--- config.mk ---
export PLATFORM = sky130hd
export DESIGN_NAME = qspi_read_ctrl
export DESIGN_NICKNAME = d
export VERILOG_FILES = /design/src/rtl/qspi_read_ctrl.sv
export SDC_FILE = /design/constraint.sdc
export NUM_CORES = 1
export LEC_CHECK = 0
export ABC_CLOCK_PERIOD_IN_PS = 6600
export CAP_MARGIN = 20
export CORE_MARGIN = 2
export CORE_UTILIZATION = 50
export DETAILED_ROUTE_END_ITERATION = 10
export PLACE_DENSITY = 0.74
export SYNTH_ARGS = -nofsm -noshare
export SYNTH_HDL_FRONTEND = slang
export SYNTH_SLANG_ARGS = --single-unit
--- constraint.sdc ---
create_clock -name clk_i -period 6.6 [get_ports clk_i]
set_clock_uncertainty 0.15 [all_clocks]
set_input_delay 0.66 -clock clk_i [delete_from_list [all_inputs] [get_ports clk_i]]
set_output_delay 0.66 -clock clk_i [all_outputs]
set_load 0.01 [all_outputs]
--- src/rtl/qspi_read_ctrl.sv ---
// Quad Output Fast Read (0x6B) sequencer for the SoC QSPI flash port.
// Turns burst-read requests into CS/SCLK/IO activity and a 32-bit word stream.
module qspi_read_ctrl #(
    parameter int unsigned CLK_DIV        = 2,
    parameter int unsigned DUMMY_CYCLES   = 8,
    parameter int unsigned CS_HIGH_CYCLES = 4,
    parameter int unsigned LEN_W          = 8
) (
    input  logic             clk_i,
    input  logic             reset_i,
    input  logic             req_valid_i,
    output logic             req_ready_o,
    input  logic [23:0]      req_addr_i,
    input  logic [LEN_W-1:0] req_len_i,
    output logic             rsp_valid_o,
    input  logic             rsp_ready_i,
    output logic [31:0]      rsp_data_o,
    output logic             rsp_last_o,
    output logic             busy_o,
    output logic             qspi_sclk_o,
    output logic             qspi_cs_no,
    output logic [3:0]       qspi_data_o,
    input  logic [3:0]       qspi_data_i,
    output logic [3:0]       qspi_data_oen
);

    typedef enum logic [2:0] {
        IDLE,
        CS_SETUP,
        CMD,
        ADDR,
        DUMMY,
        DATA,
        CS_HOLD
    } state_t;

    localparam logic [7:0] CMD_QOR   = 8'h6B;
    localparam logic [7:0] DIV_END   = 8'(CLK_DIV - 1);
    localparam logic [5:0] DUMMY_END = 6'(DUMMY_CYCLES - 1);
    localparam int unsigned HOLD_W   = $clog2(CS_HIGH_CYCLES + 1);
    localparam logic [HOLD_W-1:0] HOLD_END = HOLD_W'(CS_HIGH_CYCLES - 1);

    state_t             state_q;
    logic [7:0]         div_q;
    logic [5:0]         bit_q;
    logic [LEN_W-1:0]   words_q;
    logic [31:0]        tx_q;
    logic [31:0]        rx_q;
    logic               pend_q;
    logic               pend_last_q;
    logic [HOLD_W-1:0]  hold_q;
    logic               sclk_q;
    logic               cs_n_q;
    logic [3:0]         dout_q;
    logic [3:0]         oen_q;
    logic               rsp_valid_q;
    logic               rsp_last_q;
    logic [31:0]        rsp_data_q;

    logic div_end;
    logic stall;

    assign div_end = (div_q == DIV_END);
    // A new word may not start while the previous one is still unconsumed.
    assign stall = (state_q == DATA) && !sclk_q && (bit_q == 6'd0)
                && rsp_valid_q && !rsp_ready_i;

    assign req_ready_o   = (state_q == IDLE) && !rsp_valid_q;
    assign busy_o        = (state_q != IDLE);
    assign rsp_valid_o   = rsp_valid_q;
    assign rsp_last_o    = rsp_last_q;
    assign rsp_data_o    = rsp_data_q;
    assign qspi_sclk_o   = sclk_q;
    assign qspi_cs_no    = cs_n_q;
    assign qspi_data_o   = dout_q;
    assign qspi_data_oen = oen_q;

    always_ff @(posedge clk_i) begin
        if (reset_i) begin
            state_q     <= IDLE;
            div_q       <= '0;
            bit_q       <= '0;
            words_q     <= '0;
            tx_q        <= '0;
            rx_q        <= '0;
            pend_q      <= 1'b0;
            pend_last_q <= 1'b0;
            hold_q      <= '0;
            sclk_q      <= 1'b0;
            cs_n_q      <= 1'b1;
            dout_q      <= 4'b0000;
            oen_q       <= 4'b1111;
            rsp_valid_q <= 1'b0;
            rsp_last_q  <= 1'b0;
            rsp_data_q  <= '0;
        end else begin
            if (rsp_valid_q && rsp_ready_i) begin
                rsp_valid_q <= 1'b0;
                rsp_last_q  <= 1'b0;
            end
            if (pend_q) begin
                rsp_valid_q <= 1'b1;
                rsp_data_q  <= rx_q;
                rsp_last_q  <= pend_last_q;
                pend_q      <= 1'b0;
            end
            unique case (state_q)
                IDLE: begin
                    if (req_valid_i && req_ready_o && (req_len_i != '0)) begin
                        state_q <= CS_SETUP;
                        words_q <= req_len_i;
                        tx_q    <= {CMD_QOR, req_addr_i};
                        div_q   <= '0;
                        cs_n_q  <= 1'b0;
                        dout_q  <= {2'b11, 1'b0, CMD_QOR[7]};
                        oen_q   <= 4'b0010;
                    end
                end
                CS_SETUP: begin
                    if (div_end) begin
                        sclk_q  <= 1'b1;
                        div_q   <= '0;
                        bit_q   <= '0;
                        state_q <= CMD;
                    end else begin
                        div_q <= div_q + 8'd1;
                    end
                end
                CMD, ADDR, DUMMY, DATA: begin
                    if (!div_end) begin
                        div_q <= div_q + 8'd1;
                    end else if (!sclk_q) begin
                        if (!stall) begin
                            sclk_q <= 1'b1;
                            div_q  <= '0;
                            if (state_q == DATA) begin
                                // first nibble of each byte is its high half
                                rx_q[{bit_q[2:1], ~bit_q[0], 2'b00} +: 4] <= qspi_data_i;
                                if (bit_q[2:0] == 3'd7) begin
                                    pend_q      <= 1'b1;
                                    pend_last_q <= (words_q == LEN_W'(1));
                                    words_q     <= words_q - LEN_W'(1);
                                end
                            end
                        end
                    end else begin
                        sclk_q <= 1'b0;
                        div_q  <= '0;
                        unique case (state_q)
                            CMD, ADDR: begin
                                tx_q      <= tx_q << 1;
                                dout_q[0] <= tx_q[30];
                                bit_q     <= bit_q + 6'd1;
                                if (bit_q == 6'd7) begin
                                    state_q <= ADDR;
                                end
                                if (bit_q == 6'd31) begin
                                    state_q <= DUMMY;
                                    bit_q   <= '0;
                                    dout_q  <= 4'b0000;
                                    oen_q   <= 4'b1111;
                                end
                            end
                            DUMMY: begin
                                if (bit_q == DUMMY_END) begin
                                    state_q <= DATA;
                                    bit_q   <= '0;
                                end else begin
                                    bit_q <= bit_q + 6'd1;
                                end
                            end
                            DATA: begin
                                if (bit_q[2:0] == 3'd7) begin
                                    bit_q <= '0;
                                    if (words_q == '0) begin
                                        state_q <= CS_HOLD;
                                        hold_q  <= '0;
                                    end
                                end else begin
                                    bit_q <= bit_q + 6'd1;
                                end
                            end
                            default: ;
                        endcase
                    end
                end
                CS_HOLD: begin
                    cs_n_q <= 1'b1;
                    if (cs_n_q) begin
                        if (hold_q == HOLD_END) begin
                            state_q <= IDLE;
                        end else begin
                            hold_q <= hold_q + HOLD_W'(1);
                        end
                    end
                end
                default: state_q <= IDLE;
            endcase
        end
    end

endmodule
==> summary.md <==
| Metric | Value |
|---|---|
| P_sw | between 500 and 600 µW |
| Longest Clk Path Bufs | 2 |
| Kind of critical path | reg2out |
| Maximum vdd drop | 0.190 mV |
| Fillers | ~1.0k |
| Worst hold path class | reg2reg |
| Tot Pwr | about 2.2 mW |
| Vias in the first global route | about 5k |
| Hold Path Stages | 2 |
| Max Cap Viol | 0 |
| Yosys cell types | 58 |
| DRT iter0 DRCs | 393 |
| P per Cell Area | 285 nW/µm² |
| Total CTS buffers | 17 |
| DR vias | about 5.2k |
| Hold path endpoint | qspi_data_o[0] |
| Hold buffer count at CTS | 0 |
| Slew @ Worst Pin | 1230 ps |
| CP Capture Type | output port |
| Fmax | 316 MHz |
| I/O pins | 86 |
| RSZ-0062 raised after global routing | false |
| Antenna violations before repair | 0 |
| Reg clk slew, reported paths | 60 ps |
| WP buf/inv | 2 |
| Crit path max fanout | 18 |
| CTS tree | done |
| GRT Total Usage | 0.228 |
| Post-route DRC | 0 |
| Placed wire-length estimate | 9620 µm |
| Root Buffer | clkbuf_16 |
| Clock sinks | 132 |
| Clock Power Share | 0.431 |
| Internal Power | 1.59 mW |
| CP top delay family | buffers and inverters |
| Die W | ~110 µm |
| Slowest cell on crit path | clkdlybuf4s50_1 |
| Post-CTS Setup Repair Bufs | 0 |
| Grt ovf | 0 |
| DRT Pass-1 Iters | 5 |
| Fin crit share | 0.479 |
| Row count | 40 |
| Worst-path cell chain | nor3_1 -> inv_1 -> nor2_1 -> clkdlybuf4s50_1 |
| Vias/cell | 5.69 |
| Synthesized area per cell | 8.67 µm² |
| Worst r2r path cells | 5 |
| Die Ht | 114 µm |
| Syn. warnings | 0 |
| Final nets | just over 800 |
| Post-DRT Antenna Nets | 0 |
| Critical Path Source Type | register |
| Worst r2r src | state_q[2] |
| R2r endpoint | rx_q[12] |
| Layout overhead on the synthesized area | 23.9% |
| Total negative slack | 0 ps |
| WP depth | 4 |
| Layout cell share with drive strength beyond 1 | 0.0764 |
| Flop2flop setup slack | 3520 ps |
| Die area | ~13000 µm² |
| Multi-input gate area | 3210 µm² |
| Max-slew violations | 0 |
| H-tree Lvls | 4 |
| Final worst path period need | about 3200 ps |
| Ys flop type | dfxtp_1 |
| # resized after CTS | 0 |
| IO Port Bufs | 83 |
| Synthesis-stage register bit count | around 130 |
| Post-synth ARST share | 0 |
| Core area | about 12000 µm² |
| Cells after synthesis | 704 |
| First-pass GRT wire length | 23900 µm |
| Outcome | finished, final reports clean |
| Worst hold start | qspi_data_o[0] |
| Worst Path Required | 5790 ps |
| Syn Nets | 757 |
| Final Hold Viols | 0 |
| Comb power frac | 0.153 |
| Switching Share | 0.262 |
| Final WL | 14400 µm |
| Critical Path AT | 2350 ps |
| Total leakage power | 2.73 nW |
| Skew-Pair Late Insertion Delay | roughly 420 ps |
| Ant. Diodes | 0 |
| Initial Util | 0.510 |
| Reg power frac | 0.416 |
| # setup viols final | 0 |
| Seq/Total Area, Yosys | 0.433 |
| Largest net degree at the start of global routing | between 80 and 90 |
| Syn Std Cell Area | slightly above 6000 µm² |
| Post-synth EDFFs | 0 |
| GPL Wtd Cong | slightly above 0.8 |
| Rel. slew slack | 0.180 |
| DR WL/cell | 15.6 µm |
| Max stage delay on crit path | 560 ps |
| FF/Latch Area | ~2600 µm² |
cells in the mapped netlist (3+ instances only):
master	number	share of area
buf_4	5	0.0062
or2_2	6	0.0062
nand3_1	15	0.012
a31oi_1	6	0.0062
inv_1	15	0.0092
a311oi_1	29	0.042
ha_1	13	0.027
nand2_1	78	0.048
nor4_1	6	0.0062
a21oi_1	33	0.027
mux2i_1	64	0.11
nand4_1	4	0.0041
nor2b_1	3	0.0031
nand3b_1	5	0.0062
clkbuf_1	43	0.026
nand2b_1	20	0.021
a41oi_1	3	0.0043
or3_1	3	0.0031
and2_1	11	0.011
nor3_1	21	0.017
dfxtp_1	132	0.43
nor2_1	111	0.068
and3_1	6	0.0062
a211o_1	3	0.0043
o21ai_0	18	0.015
a22oi_1	4	0.0049
nor4_4	5	0.017
metrics by stage:
| stage | utilization | hold slack [ps] | area (µm²) | instances | worst slack (ps) |
|---|---|---|---|---|---|
| 2_1_floorplan | - | 282 | 6100 | 704 | 4000 |
| 3_3_place_gp | 0.582 | 292 | 6960 | 889 | 3310 |
| 3_5_place_dp | 0.582 | 302 | 6960 | 889 | 3240 |
| 4_1_cts | 0.630 | 310 | 7540 | 918 | 3300 |
| 5_1_grt | 0.632 | 347 | 7560 | 919 | 3250 |
| 6_report | 0.632 | 308 | 7560 | 919 | 3440 |
worst reg2reg max path, stage by stage, from the launching register on:
cell	delay, ps
dfxtp_1	770
nand2b_1	360
or4_1	810
nor4_4	550
mux2i_1	250
nor2_1	60
cell type report:
type / instances / area share
Multi-Input combinational cell: 507 / 0.425
Sequential cell: 132 / 0.350
Timing Repair Buffer: 89 / 0.117
Clock buffer: 19 / 0.0586
Tap cell: 147 / 0.0243
Clock inverter: 10 / 0.0179
Inverter: 15 / 0.00745
power by group through the flow:
stage | Combinational (mW) | Sequential, mW | Clock [mW]
finish | 0.329 | 0.894 | 0.927
global route | 0.363 | 0.902 | 0.980
CTS | 0.322 | 0.893 | 0.942
detailed placement | 0.321 | 0.909 | 0
global placement | 0.306 | 0.906 | 0
floorplan | 0.229 | 0.896 | 0
placed cells by master (no fill, tap or decap), types with 18 or more instances in the layout:
cell             instances
nor2_1                 111
a311oi_1                29
nand2b_1                20
a21oi_1                 33
clkdlybuf4s50_1         82
o21ai_0                 18
nand2_1                 78
mux2i_1                 64
dfxtp_1                131
nor3_1                  21
metal layers:
layer / GRT usage / share of wire / routed length [µm] / up-vias
li1: - / - / - / 2585
met1: 0.278 / 0.44 / 6320 / 2473
met2: 0.385 / 0.50 / 7110 / 148
met3: 0.0609 / 0.053 / 755 / 20
met4: 0.0862 / 0.012 / 173 / 0
met5: 0 / 0 / 0 / -
sequential cells by signal (all words and copies together) (netlist names):
name and cells:
rsp_valid_o 1, hold_q 3, bit_q 6, rx_q 32, rsp_data_o 32, state_q 3
tx_q 31, words_q 8, pend_last_q 1, qspi_data_oen 1, pend_q 1, qspi_sclk_o 1
qspi_cs_no 1, div_q 8, qspi_data_o 2, rsp_last_o 1
worst max-delay path by stage:
| stage | startpoint | endpoint |
|---|---|---|
| 4_1_cts | state_q[2] | tx_q[22] |
| 5_1_grt | bit_q[0] | words_q[6] |
| 3_5_place_dp | rsp_ready_i | words_q[4] |
| 6_report | state_q[2] | req_ready_o |
| 3_3_place_gp | rsp_ready_i | words_q[0] |
| 2_1_floorplan | div_q[0] | rx_q[20] |
logic make-up after synthesis:
family	Yosys count	share of synthesized area
adders and majority gates	13	0.0267
muxes	65	0.107
other	2	0.00123
and+or+nand+nor	307	0.251
AOI/OAI and AO/OA	117	0.133
DFF	132	0.433
buffers and inverters	65	0.0443
xor gates and xnor gates	3	0.00431
Power figures use the tool's default switching activity.
